**src/rtl/sweep_acq_controller.sv**
```systemverilog
// Sweep-acquisition sequencer: steps a MICROROC DAC code from StartDac to EndDac, reloading slow
// control, acquiring MaxWordNumber words and emitting a framed record per step.
module sweep_acq_controller #(
  parameter int          SC_LOAD_WAIT = 2000,
  parameter int          DRAIN_CYCLES = 256,
  parameter logic [15:0] STEP_HEADER  = 16'h5A5A,
  parameter logic [15:0] SWEEP_END    = 16'hFFFF
) (
  input  logic        Clk,
  input  logic        reset_n,
  input  logic        SweepAcqStartStop,
  input  logic [9:0]  StartDac,
  input  logic [9:0]  EndDac,
  input  logic [9:0]  DacStep,
  input  logic [15:0] MaxWordNumber,
  input  logic [15:0] ParallelData,
  input  logic        ParallelData_en,
  output logic [9:0]  SweepAcq10BitDac,
  output logic        SweepAcqMicrorocSCParameterLoad,
  output logic        SweepAcqMicrorocAcqStartStop,
  output logic [15:0] SweepAcqData,
  output logic        SweepAcqData_en,
  output logic        SweepDone
);

  localparam logic [3:0] IDLE      = 4'd0;
  localparam logic [3:0] HDR       = 4'd1;
  localparam logic [3:0] DACW      = 4'd2;
  localparam logic [3:0] LOAD      = 4'd3;
  localparam logic [3:0] WAIT_LOAD = 4'd4;
  localparam logic [3:0] ACQ       = 4'd5;
  localparam logic [3:0] DRAIN     = 4'd6;
  localparam logic [3:0] TAIL      = 4'd7;
  localparam logic [3:0] NEXT      = 4'd8;
  localparam logic [3:0] ENDW      = 4'd9;
  localparam logic [3:0] DONE      = 4'd10;

  localparam logic [15:0] WAIT_LAST  = 16'(SC_LOAD_WAIT - 1);
  localparam logic [15:0] DRAIN_LAST = 16'(DRAIN_CYCLES - 1);

  logic [3:0]  state;
  logic        startPrev;
  logic [9:0]  dac;
  logic [9:0]  endLat;
  logic [9:0]  stepLat;
  logic [15:0] maxLat;
  logic [15:0] wordCount;
  logic [15:0] timer;
  logic [15:0] dataReg;
  logic        dataEnReg;
  logic        scLoadReg;
  logic        acqEnReg;
  logic        doneReg;

  logic [10:0] nextSum;
  logic [15:0] countInc;

  // The 11-bit sum keeps the carry so a step past code 1023 ends the sweep instead of wrapping.
  assign nextSum  = {1'b0, dac} + {1'b0, stepLat};
  assign countInc = (wordCount == 16'hFFFF) ? wordCount : wordCount + 16'd1;

  always_ff @(posedge Clk or negedge reset_n) begin
    if (!reset_n) begin
      state     <= IDLE;
      startPrev <= 1'b0;
      dac       <= 10'd0;
      endLat    <= 10'd0;
      stepLat   <= 10'd1;
      maxLat    <= 16'd0;
      wordCount <= 16'd0;
      timer     <= 16'd0;
      dataReg   <= 16'd0;
      dataEnReg <= 1'b0;
      scLoadReg <= 1'b0;
      acqEnReg  <= 1'b0;
      doneReg   <= 1'b0;
    end else begin
      startPrev <= SweepAcqStartStop;
      dataEnReg <= 1'b0;
      scLoadReg <= 1'b0;
      // Dropping the run level aborts a sweep in progress without writing tail or end words.
      if (!SweepAcqStartStop && state != IDLE && state != DONE) begin
        state    <= IDLE;
        acqEnReg <= 1'b0;
      end else begin
        case (state)
          IDLE: begin
            if (SweepAcqStartStop && !startPrev) begin
              endLat    <= EndDac;
              stepLat   <= (DacStep == 10'd0) ? 10'd1 : DacStep;
              maxLat    <= MaxWordNumber;
              dac       <= StartDac;
              doneReg   <= 1'b0;
              wordCount <= 16'd0;
              timer     <= 16'd0;
              state     <= (StartDac > EndDac) ? ENDW : HDR;
            end
          end
          HDR: begin
            dataReg   <= STEP_HEADER;
            dataEnReg <= 1'b1;
            state     <= DACW;
          end
          DACW: begin
            dataReg   <= {6'b0, dac};
            dataEnReg <= 1'b1;
            state     <= LOAD;
          end
          LOAD: begin
            scLoadReg <= 1'b1;
            timer     <= 16'd0;
            state     <= WAIT_LOAD;
          end
          WAIT_LOAD: begin
            if (timer == WAIT_LAST) begin
              timer <= 16'd0;
              if (maxLat == 16'd0) begin
                state <= TAIL;
              end else begin
                state    <= ACQ;
                acqEnReg <= 1'b1;
              end
            end else begin
              timer <= timer + 16'd1;
            end
          end
          ACQ: begin
            if (ParallelData_en) begin
              dataReg   <= ParallelData;
              dataEnReg <= 1'b1;
              wordCount <= countInc;
              if (countInc == maxLat) begin
                acqEnReg <= 1'b0;
                timer    <= 16'd0;
                state    <= DRAIN;
              end
            end
          end
          DRAIN: begin
            if (ParallelData_en) begin
              dataReg   <= ParallelData;
              dataEnReg <= 1'b1;
            end
            if (timer == DRAIN_LAST) begin
              timer <= 16'd0;
              state <= TAIL;
            end else begin
              timer <= timer + 16'd1;
            end
          end
          TAIL: begin
            dataReg   <= wordCount;
            dataEnReg <= 1'b1;
            state     <= NEXT;
          end
          NEXT: begin
            if (nextSum > {1'b0, endLat}) begin
              state <= ENDW;
            end else begin
              dac       <= nextSum[9:0];
              wordCount <= 16'd0;
              state     <= HDR;
            end
          end
          ENDW: begin
            dataReg   <= SWEEP_END;
            dataEnReg <= 1'b1;
            doneReg   <= 1'b1;
            state     <= DONE;
          end
          DONE: begin
            if (!SweepAcqStartStop) state <= IDLE;
          end
          default: state <= IDLE;
        endcase
      end
    end
  end

  assign SweepAcq10BitDac                = dac;
  assign SweepAcqMicrorocSCParameterLoad = scLoadReg;
  assign SweepAcqMicrorocAcqStartStop    = acqEnReg;
  assign SweepAcqData                    = dataReg;
  assign SweepAcqData_en                 = dataEnReg;
  assign SweepDone                       = doneReg;

endmodule

```
**config.mk**
```make
export PLATFORM = sky130hd
export DESIGN_NAME = sweep_acq_controller
export DESIGN_NICKNAME = d
export VERILOG_FILES = /design/src/rtl/sweep_acq_controller.sv
export SDC_FILE = /design/constraint.sdc
export NUM_CORES = 1
export LEC_CHECK = 0
export ABC_AREA = 1
export BUFFER_PORTS_ARGS = -buffer_cell sky130_fd_sc_hd__buf_2
export CORE_MARGIN = 3
export CORE_UTILIZATION = 35
export DETAILED_ROUTE_END_ITERATION = 6
export PLACE_DENSITY = 0.62
export REMOVE_ABC_BUFFERS = 1
export SYNTH_ARGS = -nofsm -noshare
export SYNTH_HDL_FRONTEND = slang
export SYNTH_SLANG_ARGS = --single-unit
```
**constraint.sdc**
```tcl
create_clock -name Clk -period 3.6 [get_ports Clk]
set_input_delay 0.18 -clock Clk [delete_from_list [all_inputs] [get_ports Clk]]
set_output_delay 0.18 -clock Clk [all_outputs]
set_load 0.005 [all_outputs]
```
Word level (Yosys, flattened, before mapping)
Index checks and enable logic that the tools add are counted.
{"block": "classes", "eq_ne": 27, "muxes": 40, "n_reduce_logical": 25, "n_addsub": 3, "order_cmp": 2, "n_bitwise": 1}
{"cell": "16-bit one-hot mux with 5 select lines", "count": 2}
{"cell": "16-bit two-way mux", "count": 9}
{"cell": "16-bit one-hot mux with 3 select lines", "count": 1}
{"cell": "4-bit one-hot mux with 11 select lines", "count": 1}
{"cell": "4-bit two-way mux", "count": 9}
{"cell": "16-bit by 1-bit adder with 16-bit output, second input constant", "count": 2}
{"cell": "10-bit two-way mux", "count": 3}
{"cell": "3-bit inequality test, second input constant", "count": 7}
{"cell": "10-bit one-hot mux with 2 select lines", "count": 1}
{"cell": "16-bit by 11-bit == test with 1-bit output, second input constant", "count": 1}
{"cell": "16-bit == test", "count": 1}
{"cell": "16-bit == test, second input constant", "count": 1}
{"cell": "16-bit by 8-bit == test with 1-bit output, second input constant", "count": 1}
{"cell": "4-bit by 3-bit == test with 1-bit output, second input constant", "count": 4}
{"cell": "16-bit zero test", "count": 1}
{"cell": "5-bit AND reduction", "count": 3}
{"cell": "4-bit == test, second input constant", "count": 3}
{"cell": "10-bit by 10-bit adder with 11-bit output", "count": 1}
{"cell": "11-bit by 10-bit greater-than comparator with 1-bit output", "count": 1}
{"cell": "10-bit greater-than comparator", "count": 1}
{"cell": "10-bit zero test", "count": 1}
{"cell": "1-bit two-way mux", "count": 10}
{"cell": "5-bit nonzero test", "count": 2}
{"cell": "3-bit AND reduction", "count": 3}
{"cell": "18 further kinds", "count": 29}
{"block": "totals", "wordCells": 111, "out_inout_bits": 30, "regBits": 103, "in_bits": 66}

Longest topological paths before layout
Gate-level depths: netlist of run 1.
{"block": "depth", "depth_word": 7, "depth_mapped": 24, "ltp_nobuf": 23}

Least setup slack after synthesis of run 1
OpenSTA, ideal clock, no wires.
{"block": "synth_path", "kind": "register -> register", "startpoint": "reg stepLat[0]", "endpoint": "reg wordCount[14]", "n_path_buf": 1, "slack_ns": 0.385, "t_required_ns": 3.517, "setup_ns": 0.083, "stages_incl_launch_ff": 24, "t_arrival_ns": 3.132, "cell_sequence": "dfstp_2 ha_1 inv_1 fa_1 inv_1 nand4_1 nand3_1 xor2_1 ha_1 a21o_1 nor2_1 nand2_1 nand3_1 nand2_1 nand2_1 nand2_1 nand2_1 nand2_1 nand2_1 nand3_1 nand2_2 buf_2 nand3_1 o21ai_0"}
{"block": "synth_via", "elab_chain_len": 4}
{"item": "from (decl)", "line_no": "45", "rtl": "logic [9:0] stepLat;"}
{"item": "from (signal assigned)", "line_no": "90", "rtl": "stepLat <= (DacStep == 10'd0) ? 10'd1 : DacStep;"}
{"item": "10-bit by 10-bit adder with 11-bit output", "line_no": "59", "rtl": "assign nextSum = {1'b0, dac} + {1'b0, stepLat};"}
{"item": "11-bit by 10-bit greater-than comparator with 1-bit output", "line_no": "157", "rtl": "if (nextSum > {1'b0, endLat}) begin"}
{"item": "2-bit inequality test (no line)"}
{"item": "5-bit AND reduction (no line)"}
{"item": "to (signal assigned)", "line_no": "131", "rtl": "wordCount <= countInc;"}
{"item": "to (decl)", "line_no": "47", "rtl": "logic [15:0] wordCount;"}
Every way passes these cells.
A chain may end at the register's enable or synchronous reset.

Worst setup path after layout of run 1
{"block": "layout_path", "startpoint": "reg stepLat[0]", "endpoint": "reg wordCount[11]"}
Same word-level chain as after synthesis.

==> results.ini, run 1 <==
[global_routing]
grt_antenna_before_repair=0
grt_usage_pct=18.3
grt_first_pass_wirelength_mm=31.5
grt_overflow=0
grt_pass1_vias=6143
grt_start_max_net_pins=69

[sta]
setup_slack_ns=0.266
rsz0062_at_grt=yes
fin_crit_ns=3.33
clock-skew-final_ns=0.00849
relSlewSlack_pct=20.0
fmax_mhz=300
hold_viol=0
tightest_slew_ns=1.19
finalSetupViolations=0
min_period_over_period_pct=92.6
slew_viol_final=0

[yosys]
synth_top_area_cell=dfrtp_1
synth_warnings=0
ys_top_cells_by_area=dfrtp_1 38%, nand2_1 13%, o21ai_0 7.5%
synthArstFlopShare_pct=100
synth_edf_count=0
synthFlopType=dfrtp_1
yosysSeqAreaShare_pct=37.9
ys_seq_elements=103
synth.distinct_cells=49
yosys.area.top_type_share_pct=37.5
avgSynthCellArea_um2=7.24
synth_cells=940
netlist_area_um2=6810

[die]
die_h_um=145
initial_utilization_pct=36.0
rows=50
pin_count=96
dieArea_um2=21200
die_x_um=145
core_area_um2=18900

[worst_setup_path]
critical_path_depth=22
r2r_start=stepLat[0]
cp-start-kind=flop
reg2reg_to=wordCount[11]
cp_slowest_cell=dfstp_2
reg2reg_depth=22
critPathRequiredTime_ns=3.87
cp_top_family=simple AND/OR/NAND/NOR gates
crit_start=stepLat[0]
crit_chain=ha_2 > inv_1 > fa_2 > inv_1 > nand4_1 > nand3_2 > nand3_2 > nand2_2 > xor2_2 > ha_1 > a21oi_1 > nand2_1 > nand2_1 > nand2_1 > nand2_1 > nand2_1 > nand2_2 > nand3b_1 > nand2_4 > clkbuf_16 > nand3_1 > o21ai_0
r2r_slack_ns=0.27
cp.arrival_ns=3.61
endpoint_kind=flop
crit_path_max_incr_delay_ns=0.53
crit_type=reg -> reg
endpoint=wordCount[11]
crit_buf_inv=3
path_common_cell=nand2_1
path_max_fanout=7

[run_status]
status=completed

[placement]
dpl_worst_slack_ns=0.212
port_buffers=95
place.gp.congestion=0.921
placed_cell_area_um2=7600
dp_hpwl_mm=14.8

[detailed_routing]
drtIter0Drc=457
firstDrtPassIters=5
avgRoutedWirePerCell_um=14.9
remaining_drc_errors=0
routed_wl_mm=19.5
drtAntennaViolNets=0
vias=6407
vias_per_cell=4.91

[pwr]
ir_drop_uv=348
swShare_pct=44.9
p_per_area_nw_per_um2=751
leakagePower_nw=3.94
switchingPower_w=0.00272
power_frac_clock_pct=17.1
p_comb_share_pct=52.7
power.internal_w=0.00333
seqPwrFrac_pct=30.3

[clock_network]
cts_tree=built
clkTransAtPathRegs_ns=0.07
clkSinkCount=103
clk_latency_ns=0.36
htree_levels=3
clockBufferDepth=2
cts-root-buf=clkbuf_16
numCtsBuffers=9

[cells_and_area]
final_cell_area_um2=8060
diodes=0
nets=1139
syn2layout_area_growth_pct=18.3
drive_above_1_share_pct=17.3
utilization_pct=42.6

[worst_hold_path]
min_path_type=in -> reg

[run]
maxCapViolations=0

flip-flops by register name (all words and copies together) (netlist names), 4 cells and up:
signal,count
wordCount,16
endLat,10
timer,16
SweepAcq10BitDac,10
stepLat,10
maxLat,16
state,4
SweepAcqData,16
final cells by class:
type                       count  area [µm²]
clock inverter                 5        56.3
multi-input combinational    668        3620
fill                        1984       10800
tap                          260         325
clock buffer                  11         253
sequential                   103        2580
inverter                     145         548
timing repair buffer         113         678
stage by stage:
stage          instances  hold WS, ns  total power [W]  TNS [ns]
4_1_cts             1302       0.0212          0.00586         0
5_1_grt             1305       0.0428          0.00665    -0.152
2_1_floorplan        916       -0.116          0.00379         0
6_report            1305       0.0318          0.00605         0
3_5_place_dp        1284        0.338          0.00479         0
3_3_place_gp        1284        0.337          0.00478         0
cell families after synthesis:
family	Yosys count	share of synthesized area [%]
AND/OR/NAND/NOR	431	27.9
AO/OA/AOI/OAI	182	15.2
buffers and inverters	169	10.0
flip-flops	103	37.9
adder cells (fa/ha/maj)	33	6.18
XOR/XNOR	22	2.83
power groups by stage:
stage / registers [W] / logic (W) / clock network, W
after floorplan: 0.00177 / 0.00202 / 0
after global placement: 0.00184 / 0.00294 / 0
after detailed placement: 0.00185 / 0.00295 / 0
after CTS: 0.00183 / 0.00297 / 0.00106
after global routing: 0.00188 / 0.00366 / 0.00111
final: 0.00183 / 0.00319 / 0.00103
synth_stat cells (all sizes together) (7+ instances only):
cell and n:
o21ai 116, a21oi 25, nor3 15, clkbuf 12, nand2 239, ha 32
dfrtp 102, xor2 18, nand3 61, a31oi 10, inv 142, nand4 19
nor2 85, nor4 7, buf 12
how the worst min path moves through the flow:
stage | start | to | slack, ns | depth (start not counted)
global route | MaxWordNumber[15] | maxLat[15] | 0.04 | 3
global placement | SweepAcqStartStop | startPrev | 0.34 | 1
finish | MaxWordNumber[13] | maxLat[13] | 0.03 | 3
CTS | MaxWordNumber[13] | maxLat[13] | 0.02 | 3
floorplan | reset_n | SweepAcq10BitDac[0] | -0.12 | 0
detailed placement | SweepAcqStartStop | startPrev | 0.34 | 1
cell usage in the layout, fill, tap and decap left out, drive strengths merged, types with 2 or more instances in the layout:
cell type	synthesis	routed
nand3	61	61
nand3b	2	2
a31oi	10	10
o22ai	4	4
a21oi	25	25
nand4	19	19
a22o	2	2
dfrtp	102	102
a2111oi	4	4
ha	32	32
xor2	18	18
a221oi	3	3
o21bai	4	4
nor2	85	85
or2	3	3
o31ai	3	3
nand2	239	239
o21ai	116	116
buf	12	109
dlygate4sd3	0	2
inv	142	142
nor3	15	15
xnor2	4	4
clkinv	3	6
o211ai	3	3
o2bb2ai	4	4
clkbuf	12	13
nor4	7	7
timing repair:
| action | CTS | global route |
|---|---|---|
| endpoints found under the setup margin | 0 | 26 |
| setup buffers | 0 | 1 |
| hold buffers | 2 | 0 |
| hold endpoints to repair | 19 | 0 |
| resized for setup | 0 | 18 |
worst reg2reg max path, delay by kind of cell (launching register included):
kind                     cells  cell delay, ns
XOR/XNOR                     1            0.16
AND/OR/NAND/NOR             13            1.16
adder cells (fa/ha/maj)      3            0.82
flip-flops                   1            0.53
AO/OA/AOI/OAI                2            0.25
buffers and inverters        3            0.29
layer usage:
metal / track usage [%] / share of wire (%) / wire [µm] / vias to the layer above
met3: 3.36 / 6.0 / 1170 / 21
li1: - / - / - / 3271
met5: 0 / 0 / 0 / -
met1: 25.6 / 48 / 9350 / 2941
met2: 28.4 / 44 / 8550 / 174
met4: 6.60 / 2.2 / 430 / 0
Note: power is estimated with default switching activity, not from simulation.
==> run 2: changes to the inputs <==
--- a/config.mk
+++ b/config.mk
@@ -7,10 +7,12 @@
 export LEC_CHECK = 0
 export ABC_AREA = 1
 export BUFFER_PORTS_ARGS = -buffer_cell sky130_fd_sc_hd__buf_2
+export CELL_PAD_IN_SITES_DETAIL_PLACEMENT = 0
+export CELL_PAD_IN_SITES_GLOBAL_PLACEMENT = 1
 export CORE_MARGIN = 3
 export CORE_UTILIZATION = 35
 export DETAILED_ROUTE_END_ITERATION = 6
-export PLACE_DENSITY = 0.62
+export PLACE_DENSITY = 0.78
 export REMOVE_ABC_BUFFERS = 1
 export SYNTH_ARGS = -nofsm -noshare
 export SYNTH_HDL_FRONTEND = slang
==> run 2 against run 1 <==
Against the previous run:
- first-iteration DRC count decreased by 7.7%
- final area decreased by 0.11%
- worst setup slack worse by 0.0055 ns
- sequential share of layout area about the same
- global-route usage is 0.97 points higher
- critical endpoint is now wordCount[2]
==> results.ini, run 2 (same netlist as run 1, synthesis figures left out) <==
[run_status]
status=completed

[cells_and_area]
multi_input_area_um2=3630  ; +0.35%
instances_no_fill=1305  ; unchanged
final_cell_mix=228 x nand2_1, 133 x inv_1, 102 x dfrtp_1, 101 x o21ai_0, 94 x buf_2
syn2layout_area_growth_pct=18.2
final_common_cell=nand2_1
nets=1140  ; +0.088%
final-seq-area_um2=2580  ; unchanged
fillCellCount=2050  ; +3.3%
drive_above_1_share_pct=17.2  ; -0.096 points
diodes=0  ; unchanged

[detailed_routing]
routed_wl_mm=20.5  ; +5.2%
vias=6445  ; +0.59%
drtIter0Drc=422  ; -7.7%
remaining_drc_errors=0  ; unchanged
firstDrtPassIters=7  ; +2
avgRoutedWirePerCell_um=15.7  ; +5.2%
vias_per_cell=4.94  ; +0.59%
drtAntennaViolNets=0  ; unchanged

[die]
core_area_um2=18900  ; unchanged
die_h_um=145  ; unchanged
pin_count=96  ; unchanged
rows=50  ; unchanged
dieArea_um2=21200  ; unchanged
initial_utilization_pct=36.0  ; unchanged
die_x_um=145  ; unchanged

[pwr]
power.internal_w=0.00332  ; -0.38%
power_frac_clock_pct=16.2  ; -0.9 points
p_per_area_nw_per_um2=758  ; +0.92%
switchingPower_w=0.00278  ; +2.3%
leakagePower_nw=3.94  ; about the same
p_comb_share_pct=53.7  ; +1.0 points
ir_drop_uv=361  ; +3.9%
seqPwrFrac_pct=30.1  ; -0.2 points
swShare_pct=45.5  ; +0.65 points

[sta]
hold_viol=0  ; unchanged
slew_viol_final=0  ; unchanged
whs_ns=0.0146  ; -0.0172 ns
fin_crit_ns=3.34  ; +0.00547 ns
tightest_slew_ns=0.996  ; -0.193 ns
min_period_over_period_pct=92.8  ; +0.15 points
relSlewSlack_pct=33.2  ; +13 points
finalSetupViolations=0  ; unchanged
clock-skew-final_ns=0.0164  ; +0.00795 ns
fmax_mhz=299  ; -0.16%

[global_routing]
grt_antenna_before_repair=0  ; unchanged
grt_first_pass_wirelength_mm=32.7  ; +3.9%
grt_pass1_vias=6065  ; -1.3%
grt_overflow=0  ; unchanged
grt_usage_pct=19.3  ; +0.97 points
grt_start_max_net_pins=57  ; -17%

[worst_setup_path]
crit_chain=ha_4 > inv_2 > fa_2 > inv_1 > nand4_1 > nand3_2 > xor2_2 > ha_1 > a21o_1 > nor2_1 > nand2_1 > nand3_1 > nand2_1 > nand2_1 > nand2_1 > nand2_1 > nand2_1 > nand2_2 > nand3b_1 > nand2_4 > clkbuf_16 > nand3_1 > o21ai_0
path_common_cell=nand2_1
crit_path_max_incr_delay_ns=0.55  ; +0.02 ns
path_max_fanout=7  ; unchanged
endpoint_kind=flop
critPathRequiredTime_ns=3.88  ; about the same
crit_type=reg -> reg
r2r_start=stepLat[0]
cp.arrival_ns=3.62  ; about the same
cp-start-kind=flop
cp_slowest_cell=dfstp_2
crit_start=stepLat[0]

[worst_hold_path]
worstHoldStart=MaxWordNumber[10]
min_path_type=in -> reg

[clock_network]
clockBufferDepth=2  ; unchanged
clkSinkCount=103  ; unchanged
cts-root-buf=clkbuf_16
cts_tree=built
clk_latency_ns=0.36  ; about the same
htree_levels=3  ; unchanged
numCtsBuffers=9  ; unchanged
clkTransAtPathRegs_ns=0.08  ; about the same

[placement]
place.gp.congestion=0.933  ; +1.3%
dp_cells=1285  ; +0.078%
port_buffers=95  ; unchanged
dp_hpwl_mm=15.5  ; +4.7%

[run]
maxCapViolations=0  ; unchanged

## run 2: layout make-up
class / count / area share, %
multi-input cells: 668 / 45.1
flip-flops and latches: 103 / 32.0
repair buffers: 114 / 8.52
inverters: 145 / 6.81
well taps: 260 / 4.04
clock buffers: 11 / 2.89
clock inverters: 4 / 0.591
## run 2: path summary, 6_finish.rpt
check | end | slack, ns | depth (start not counted)
max reg2reg | wordCount[2] | 0.26 | 23
max | wordCount[2] | 0.26 | 23
min reg2reg | endLat[9] | 0.49 | 2
min | maxLat[10] | 0.01 | 3
min in group asynchronous | timer[7] | 0.39 | 2
max in group asynchronous | wordCount[7] | 2.45 | 3
## run 2: routing by layer
layer | share of wire [%] | GRT usage [%] | up-vias
li1 | - | - | 3277
met4 | 1.4 | 3.99 | 0
met5 | 0 | 0 | -
met3 | 5.3 | 4.42 | 21
met2 | 44 | 29.9 | 178
met1 | 49 | 27.7 | 2969
## run 2: power groups by stage
stage               combinational, W  clock, W  sequential [W]
finish                       0.00327  0.000990         0.00183
global route                 0.00372   0.00106         0.00189
CTS                          0.00303   0.00101         0.00183
detailed placement           0.00299         0         0.00185
global placement             0.00297         0         0.00184
floorplan                    0.00202         0         0.00177
## run 2: what timing repair did
action,in CTS,in global routing
resized for setup,0,19
setup endpoints to repair,0,26
endpoints found under the hold margin,47,0
setup buffers,0,1
hold buffers,2,0
## run 2: worst max-delay path: cells and delay by family (launching register included)
kind,cells,cell delay [ns]
compound gates,2,0.27
xor+xnor,1,0.18
fa+ha+maj,3,0.78
buf+inv,3,0.29
flops,1,0.55
simple gates,14,1.19
## run 2: per-stage QoR
| step | worst slack [ns] | utilization, % | TNS (ns) | power, W | area (µm²) |
|---|---|---|---|---|---|
| after CTS | 0.0964 | 41.8 | 0 | 0.00587 | 7910 |
| after global placement | 0.244 | 40.3 | 0 | 0.00482 | 7600 |
| final | 0.260 | 42.6 | 0 | 0.00610 | 8050 |
| after detailed placement | 0.183 | 40.3 | 0 | 0.00484 | 7600 |
| after global routing | -0.00889 | 42.6 | -0.0143 | 0.00667 | 8050 |
| after floorplan | 0.240 | - | 0 | 0.00379 | 6670 |
